===== src/rtl/control_unit_pkg.sv =====
// Shared definitions for the RV32I control unit: opcodes, decoded-instruction
// bit positions, ALU one-hot op encodings and the instruction class enum.
package control_unit_pkg;

  localparam logic [6:0] OPC_R      = 7'b0110011;
  localparam logic [6:0] OPC_I      = 7'b0010011;
  localparam logic [6:0] OPC_LOAD   = 7'b0000011;
  localparam logic [6:0] OPC_STORE  = 7'b0100011;
  localparam logic [6:0] OPC_BRANCH = 7'b1100011;
  localparam logic [6:0] OPC_LUI    = 7'b0110111;
  localparam logic [6:0] OPC_AUIPC  = 7'b0010111;
  localparam logic [6:0] OPC_JAL    = 7'b1101111;
  localparam logic [6:0] OPC_JALR   = 7'b1100111;

  localparam int unsigned BIT_ADD   = 0;
  localparam int unsigned BIT_AND   = 9;
  localparam int unsigned BIT_ADDI  = 10;
  localparam int unsigned BIT_SLTI  = 11;
  localparam int unsigned BIT_SLTIU = 12;
  localparam int unsigned BIT_XORI  = 13;
  localparam int unsigned BIT_ORI   = 14;
  localparam int unsigned BIT_ANDI  = 15;
  localparam int unsigned BIT_SLLI  = 16;
  localparam int unsigned BIT_SRLI  = 17;
  localparam int unsigned BIT_SRAI  = 18;
  localparam int unsigned BIT_LB    = 19;
  localparam int unsigned BIT_LH    = 20;
  localparam int unsigned BIT_LW    = 21;
  localparam int unsigned BIT_LBU   = 22;
  localparam int unsigned BIT_LHU   = 23;
  localparam int unsigned BIT_SB    = 24;
  localparam int unsigned BIT_SH    = 25;
  localparam int unsigned BIT_SW    = 26;
  localparam int unsigned BIT_BEQ   = 27;
  localparam int unsigned BIT_BNE   = 28;
  localparam int unsigned BIT_BLT   = 29;
  localparam int unsigned BIT_BGE   = 30;
  localparam int unsigned BIT_BLTU  = 31;
  localparam int unsigned BIT_BGEU  = 32;
  localparam int unsigned BIT_LUI   = 33;
  localparam int unsigned BIT_AUIPC = 34;
  localparam int unsigned BIT_JAL   = 35;
  localparam int unsigned BIT_JALR  = 36;

  localparam logic [9:0] ALU_ADD  = 10'h001;
  localparam logic [9:0] ALU_SUB  = 10'h002;
  localparam logic [9:0] ALU_SLL  = 10'h004;
  localparam logic [9:0] ALU_SLT  = 10'h008;
  localparam logic [9:0] ALU_SLTU = 10'h010;
  localparam logic [9:0] ALU_XOR  = 10'h020;
  localparam logic [9:0] ALU_SRL  = 10'h040;
  localparam logic [9:0] ALU_SRA  = 10'h080;
  localparam logic [9:0] ALU_OR   = 10'h100;
  localparam logic [9:0] ALU_AND  = 10'h200;

  typedef enum logic [3:0] {
    CLS_NONE, CLS_R, CLS_I, CLS_LOAD, CLS_STORE,
    CLS_BRANCH, CLS_LUI, CLS_AUIPC, CLS_JAL, CLS_JALR
  } instr_class_e;

  // Keeps the ALU op strictly one-hot even if several decode bits are set.
  function automatic logic [9:0] first_one(input logic [9:0] v);
    logic [9:0] r;
    r = '0;
    for (int i = 9; i >= 0; i--)
      if (v[i]) r = 10'b1 << i;
    return r;
  endfunction

endpackage


===== src/rtl/control_unit_branch_compare.sv =====
// Branch condition evaluation from the register operands; the six select
// bits are the beq..bgeu slice of the decoded instruction.
module branch_compare
  import control_unit_pkg::*;
(
  input  logic [31:0] rs1,
  input  logic [31:0] rs2,
  input  logic [5:0]  br_bits,
  output logic        taken
);

  always_comb begin
    taken = 1'b0;
    if      (br_bits[BIT_BEQ  - BIT_BEQ]) taken = (rs1 == rs2);
    else if (br_bits[BIT_BNE  - BIT_BEQ]) taken = (rs1 != rs2);
    else if (br_bits[BIT_BLT  - BIT_BEQ]) taken = ($signed(rs1) <  $signed(rs2));
    else if (br_bits[BIT_BGE  - BIT_BEQ]) taken = ($signed(rs1) >= $signed(rs2));
    else if (br_bits[BIT_BLTU - BIT_BEQ]) taken = (rs1 <  rs2);
    else if (br_bits[BIT_BGEU - BIT_BEQ]) taken = (rs1 >= rs2);
  end

endmodule


===== src/rtl/control_unit.sv =====
// RV32I control unit: drives ALU operands/op combinationally and registers
// writeback, memory and PC-redirect results one cycle later.
module control_unit
  import control_unit_pkg::*;
(
  input  logic        clk,
  input  logic        rst,
  input  logic [6:0]  opcode,
  input  logic [36:0] out_signal,
  input  logic [31:0] rs1_input,
  input  logic [31:0] rs2_input,
  input  logic [31:0] imm,
  input  logic [31:0] pc_input,
  input  logic [31:0] mem_read,
  input  logic [31:0] ALUoutput,
  output logic [9:0]  instructions,
  output logic [31:0] v1,
  output logic [31:0] v2,
  output logic [31:0] final_output,
  output logic [31:0] addr,
  output logic [31:0] mem_write,
  output logic        wr_en,
  output logic        j_signal,
  output logic [31:0] jump
);

  instr_class_e cls;
  logic         taken;
  logic [9:0]   imm_ops;
  logic [31:0]  nxt_final, nxt_addr, nxt_mem_write, nxt_jump;
  logic         nxt_wr_en, nxt_j;

  branch_compare u_branch_compare (
    .rs1     (rs1_input),
    .rs2     (rs2_input),
    .br_bits (out_signal[BIT_BGEU:BIT_BEQ]),
    .taken   (taken)
  );

  always_comb begin
    unique case (opcode)
      OPC_R:      cls = CLS_R;
      OPC_I:      cls = CLS_I;
      OPC_LOAD:   cls = CLS_LOAD;
      OPC_STORE:  cls = CLS_STORE;
      OPC_BRANCH: cls = CLS_BRANCH;
      OPC_LUI:    cls = CLS_LUI;
      OPC_AUIPC:  cls = CLS_AUIPC;
      OPC_JAL:    cls = CLS_JAL;
      OPC_JALR:   cls = CLS_JALR;
      default:    cls = CLS_NONE;
    endcase
  end

  // Immediate ops rearranged into the ALU one-hot bit order.
  assign imm_ops = {out_signal[BIT_ANDI], out_signal[BIT_ORI], out_signal[BIT_SRAI],
                    out_signal[BIT_SRLI], out_signal[BIT_XORI], out_signal[BIT_SLTIU],
                    out_signal[BIT_SLTI], out_signal[BIT_SLLI], 1'b0, out_signal[BIT_ADDI]};

  always_comb begin
    instructions  = '0;
    v1            = '0;
    v2            = '0;
    nxt_final     = '0;
    nxt_addr      = '0;
    nxt_mem_write = '0;
    nxt_jump      = '0;
    nxt_wr_en     = 1'b0;
    nxt_j         = 1'b0;
    case (cls)
      CLS_R: if (|out_signal[BIT_AND:BIT_ADD]) begin
        instructions = first_one(out_signal[BIT_AND:BIT_ADD]);
        v1 = rs1_input;
        v2 = rs2_input;
        nxt_final = ALUoutput;
      end
      CLS_I: if (|imm_ops) begin
        instructions = first_one(imm_ops);
        v1 = rs1_input;
        v2 = imm;
        nxt_final = ALUoutput;
      end
      CLS_LOAD: if (|out_signal[BIT_LHU:BIT_LB]) begin
        instructions = ALU_ADD;
        v1 = rs1_input;
        v2 = imm;
        nxt_addr = ALUoutput;
        if      (out_signal[BIT_LB])  nxt_final = {{24{mem_read[7]}}, mem_read[7:0]};
        else if (out_signal[BIT_LH])  nxt_final = {{16{mem_read[15]}}, mem_read[15:0]};
        else if (out_signal[BIT_LW])  nxt_final = mem_read;
        else if (out_signal[BIT_LBU]) nxt_final = {24'b0, mem_read[7:0]};
        else                          nxt_final = {16'b0, mem_read[15:0]};
      end
      CLS_STORE: if (|out_signal[BIT_SW:BIT_SB]) begin
        instructions = ALU_ADD;
        v1 = rs1_input;
        v2 = imm;
        nxt_addr  = ALUoutput;
        nxt_wr_en = 1'b1;
        if      (out_signal[BIT_SB]) nxt_mem_write = {24'b0, rs2_input[7:0]};
        else if (out_signal[BIT_SH]) nxt_mem_write = {16'b0, rs2_input[15:0]};
        else                         nxt_mem_write = rs2_input;
      end
      CLS_BRANCH: if (|out_signal[BIT_BGEU:BIT_BEQ]) begin
        instructions = ALU_SUB;
        v1 = rs1_input;
        v2 = rs2_input;
        nxt_j    = taken;
        nxt_jump = taken ? pc_input + imm : 32'd0;
      end
      CLS_LUI: if (out_signal[BIT_LUI]) begin
        instructions = ALU_ADD;
        v2 = imm;
        nxt_final = ALUoutput;
      end
      CLS_AUIPC: if (out_signal[BIT_AUIPC]) begin
        instructions = ALU_ADD;
        v1 = pc_input;
        v2 = imm;
        nxt_final = ALUoutput;
      end
      CLS_JAL: if (out_signal[BIT_JAL]) begin
        instructions = ALU_ADD;
        v1 = pc_input;
        v2 = imm;
        nxt_final = pc_input + 32'd4;
        nxt_j     = 1'b1;
        nxt_jump  = pc_input + imm;
      end
      CLS_JALR: if (out_signal[BIT_JALR]) begin
        instructions = ALU_ADD;
        v1 = rs1_input;
        v2 = imm;
        nxt_final = pc_input + 32'd4;
        nxt_j     = 1'b1;
        nxt_jump  = (rs1_input + imm) & ~32'd1;
      end
      default: ;
    endcase
  end

  always_ff @(posedge clk or posedge rst) begin
    if (rst) begin
      final_output <= '0;
      addr         <= '0;
      mem_write    <= '0;
      wr_en        <= 1'b0;
      j_signal     <= 1'b0;
      jump         <= '0;
    end else begin
      final_output <= nxt_final;
      addr         <= nxt_addr;
      mem_write    <= nxt_mem_write;
      wr_en        <= nxt_wr_en;
      j_signal     <= nxt_j;
      jump         <= nxt_jump;
    end
  end

endmodule


===== config.mk =====
export PLATFORM = sky130hd
export DESIGN_NAME = control_unit
export DESIGN_NICKNAME = d
export VERILOG_FILES = /design/src/rtl/control_unit_pkg.sv /design/src/rtl/control_unit_branch_compare.sv /design/src/rtl/control_unit.sv
export SDC_FILE = /design/constraint.sdc
export NUM_CORES = 1
export LEC_CHECK = 0
export ABC_AREA = 0
export CAP_MARGIN = 20
export CORE_AREA = 2 2 173 175
export DETAILED_ROUTE_END_ITERATION = 12
export DIE_AREA = 0 0 175 177
export DONT_BUFFER_PORTS = 1
export PLACE_DENSITY = 0.55
export SYNTH_ARGS = -nofsm -noshare
export SYNTH_HDL_FRONTEND = slang
export SYNTH_SLANG_ARGS = --single-unit

===== constraint.sdc =====
create_clock -name clk -period 4.65 [get_ports clk]
set_input_delay 0.465 -clock clk [delete_from_list [all_inputs] [get_ports clk]]
set_output_delay 0.465 -clock clk [all_outputs]
set_load 0.005 [all_outputs]

==> load_flow_metrics.sql <==
INSERT INTO impl_metrics (metric_group, metric, value, unit) VALUES
('timing', 'timing.final.hold_violations', '0', ''),
('yosys', 'post_synth.cell_area_avg', '8.93', 'um^2'),
('yosys', 'asyncSetResetFlopFracSynth', '1.00', ''),
('layout', 'n_fill_cell', '2965', ''),
('timing', 'rsz_0062_raised_after_global_routing', 'no', ''),
('timing', 'max_slew_margin', '0.362', ''),
('layout', 'core_util_final', '0.378', ''),
('yosys', 'synth_enable_flop_cells', '0', ''),
('floorplan', 'placeable_area', '29200', 'um^2'),
('floorplan', 'floorplan.initialDensity', '0.344', ''),
('layout', 'layout-drive-gt1-share', '0.0584', ''),
('yosys', 'netlist-cell-type-count', '62', ''),
('power', 'pwr_density_cell', '288', 'nW/um^2'),
('global_route', 'grt_util_all_layers', '0.265', ''),
('worst_setup_path', 'slowest_delay', '0.67', 'ns'),
('routing', 'wire_per_inst', '27.9', 'um'),
('timing', 'post-route-min-period', '3.61', 'ns'),
('yosys', 'most_area_consuming_cells_after_synthesis', 'dfrtp_1 (32%), ha_1 (12%), a22o_1 (5.6%)', ''),
('power', 'worst_ir_drop_vdd', '0.214', 'mV'),
('place', 'post-dp-hpwl', '33600', 'um'),
('flow_run', 'max_cap_viol_count', '0', ''),
('clocking', 'postCtsSetupRepairBufs', '0', ''),
('clocking', 'cts.clk_slew.worst_paths', '0.06', 'ns'),
('yosys', 'synthesis.yosys.warnings', '0', ''),
('global_route', 'grt-ovfl-total', '0', ''),
('clocking', 'cts_hold_repair.buffers', '0', ''),
('timing', 'peak_clock_frequency_supported_by_timing', '277', 'MHz'),
('timing', 'maxSlewViolCount', '0', ''),
('routing', 'routed_wl', '42400', 'um'),
('clocking', 'clk_root_buffer_cell', 'clkbuf_16', ''),
('floorplan', 'die_height', '177', 'um'),
('global_route', 'grt_first_pass_wirelength', '60200', 'um'),
('floorplan', 'num_io_pins', '442', ''),
('timing', 'setup_tns', '0', 'ns'),
('hold_path', 'hp-class', 'in2async', ''),
('worst_setup_path', 'startpoint', 'opcode[6]', ''),
('routing', 'antenna_left', '0', ''),
('yosys', 'synth_flop_cell', 'dfrtp_1', ''),
('clocking', 'cts_buffers', '17', ''),
('yosys', 'synthDominantCellAreaShare', '0.323', ''),
('worst_setup_path', 'biggest_fanout_along_the_worst_timing_path', '33', ''),
('timing', 'worst_pin_slew', '0.957', 'ns'),
('layout', 'area_growth', '10.0', '%'),
('yosys', 'synthesis.instances', '1127', ''),
('worst_setup_path', 'cp-end-kind', 'primary output', ''),
('routing', 'num_vias', '9399', ''),
('routing', 'number_of_vias_per_cell_after_detailed_routing', '6.18', ''),
('routing', 'drt_iter0_markers', '817', ''),
('worst_setup_path', 'worstPathRequired', '4.18', 'ns'),
('place', 'port-buffer-count', '0', ''),
('worst_setup_path', 'cell_with_the_largest_stage_delay_on_the_worst_path', 'or2_2', ''),
('clocking', 'ctsLongestPathBuffers', '2', ''),
('routing', 'drt-pass1-iter-count', '6', ''),
('outcome', 'result_of_the_run', 'completed', ''),
('clocking', 'clock_tree.htree_level_count', '4', ''),
('floorplan', 'fp-row-count', '63', ''),
('worst_setup_path', 'critical_path.startpoint_type', 'input pin', ''),
('worst_setup_path', 'worstPathArrival', '3.15', 'ns'),
('global_route', 'largest_net_degree_at_the_start_of_global_routing', '101', ''),
('clocking', 'clkSinkCount', '130', ''),
('yosys', 'post_synth_instance_area', '10100', 'um^2'),
('global_route', 'antenna_found_initial', '0', ''),
('clocking', 'tritoncts', 'built', ''),
('yosys', 'flops_latches_synth', '130', ''),
('floorplan', 'area_enclosed_by_the_die_boundary', '31000', 'um^2'),
('worst_setup_path', 'critPathKind', 'in2out', ''),
('yosys', 'seq_area_frac_synth', '0.323', ''),
('timing', 'setup_violation_total_in_the_final_timing_report', '0', ''),
('worst_setup_path', 'timing.critical_path.cells', 'nand2b_1 -> o21ai_0 -> nor3b_1 -> nand2_1 -> nor2_1 -> o21a_1 -> or2_2 -> nand3b_1 -> buf_4 -> a22o_1', ''),
('yosys', 'synth_top_area_cell', 'dfrtp_1', ''),
('power', 'leakage', '5.31', 'nW'),
('clocking', 'post_cts_resized', '0', ''),
('routing', 'drcViolationCount', '0', ''),
('place', 'gp_congestion', '0.958', ''),
('global_route', 'number_of_global_route_vias_before_repair', '8943', ''),
('layout', 'final_net_count', '1452', ''),
('yosys', 'synthesis.nets', '1461', ''),
('timing', 'period_share', '0.777', ''),
('floorplan', 'die-width', '175', 'um');
[Yosys cell counts (all sizes together) (9+ instances only)]
| cell | n |
|---|---|
| inv | 58 |
| a211oi | 11 |
| and3 | 15 |
| nor4 | 14 |
| or2 | 9 |
| o21bai | 14 |
| o22ai | 50 |
| o21ai | 42 |
| nor2b | 45 |
| nor3 | 15 |
| a21oi | 92 |
| nand2 | 60 |
| a21o | 52 |
| nand3 | 37 |
| and2 | 33 |
| clkbuf | 36 |
| nand4 | 18 |
| xor2 | 47 |
| nor2 | 47 |
| a22o | 64 |
| xnor2 | 35 |
| dfrtp | 130 |
| a31oi | 9 |
| a221o | 9 |
| ha | 94 |
[how the worst max path moves through the flow]
stage,to,slack [ns],depth (start not counted)
after floorplan,addr[0],0.72,1
after global placement,jump[24],1.12,12
after detailed placement,jump[24],1.07,12
after CTS,v1[19],1.13,9
after global routing,v1[19],0.85,10
final,v1[19],1.04,10
[cell usage in the layout (no fill, tap or decap), drive strengths merged, types with 6 or more instances in the layout]
master / count
xor2: 47
o21ai: 42
nand3: 37
o21bai: 14
nand3b: 8
nor2: 47
and2: 33
a211oi: 11
a21oi: 92
dfrtp: 130
nor3: 15
a221o: 9
nand2: 60
nor2b: 45
buf: 13
o22ai: 50
inv: 63
nor4: 14
a22o: 64
or2: 9
nand4: 18
ha: 94
a21o: 52
and4: 7
xnor2: 35
a31oi: 9
o211ai: 6
and3: 15
clkbuf: 17
[per-layer routing]
metal	share of wire	up-vias	track usage
met4	0.023	0	0.0767
met3	0.10	71	0.0861
met1	0.43	4618	0.351
li1	-	4201	-
met2	0.45	509	0.411
met5	0	-	0
[cell type report]
cell class | count | area [um^2] | share of cell area
diodes | 1 | 2.50 | 0.000226
clock buffers | 17 | 425 | 0.0384
clock inverters | 14 | 155 | 0.0140
inverters | 58 | 223 | 0.0201
multi-input cells | 898 | 6420 | 0.580
flip-flops and latches | 130 | 3250 | 0.294
well taps | 390 | 488 | 0.0441
repair buffers | 13 | 97.6 | 0.00882
[through the flow]
step	instance area (um^2)	hold slack, ns	power [mW]	cells	worst slack, ns
2_1_floorplan	10100	0.582	1.67	1127	0.716
4_1_cts	11100	0.0945	3.20	1518	1.13
3_5_place_dp	10500	0.546	1.80	1487	1.07
5_1_grt	11100	0.0969	3.33	1520	0.853
6_report	11100	0.0840	3.18	1521	1.04
3_3_place_gp	10500	0.545	1.80	1487	1.12
[worst max-delay path, delay by kind of cell]
family          cells  cell delay (ns)
compound gates      3             0.55
buf+inv             1             0.38
simple gates        6             1.69
[flip-flops by register name, summed over array words and instances (netlist names)]
| signal | flops |
|---|---|
| jump | 32 |
| wr_en | 1 |
| addr | 32 |
| mem_write | 32 |
| final_output | 32 |
| j_signal | 1 |
[kinds of logic after synthesis]
| family | after synthesis | share of synthesized area |
|---|---|---|
| flip-flops | 130 | 0.323 |
| adder cells (fa/ha/maj) | 96 | 0.121 |
| multiplexers | 2 | 0.00211 |
| AO/OA/AOI/OAI | 391 | 0.268 |
| buffers and inverters | 99 | 0.0392 |
| AND/OR/NAND/NOR | 327 | 0.175 |
| XOR/XNOR | 82 | 0.0714 |
[power breakdown]
group	switching (mW)	internal (mW)	total [mW]
Sequential	0.00613	1.14	1.15
Combinational	0.370	0.272	0.642
Clock	0.599	0.797	1.40
(Power assumes the default switching activity.)
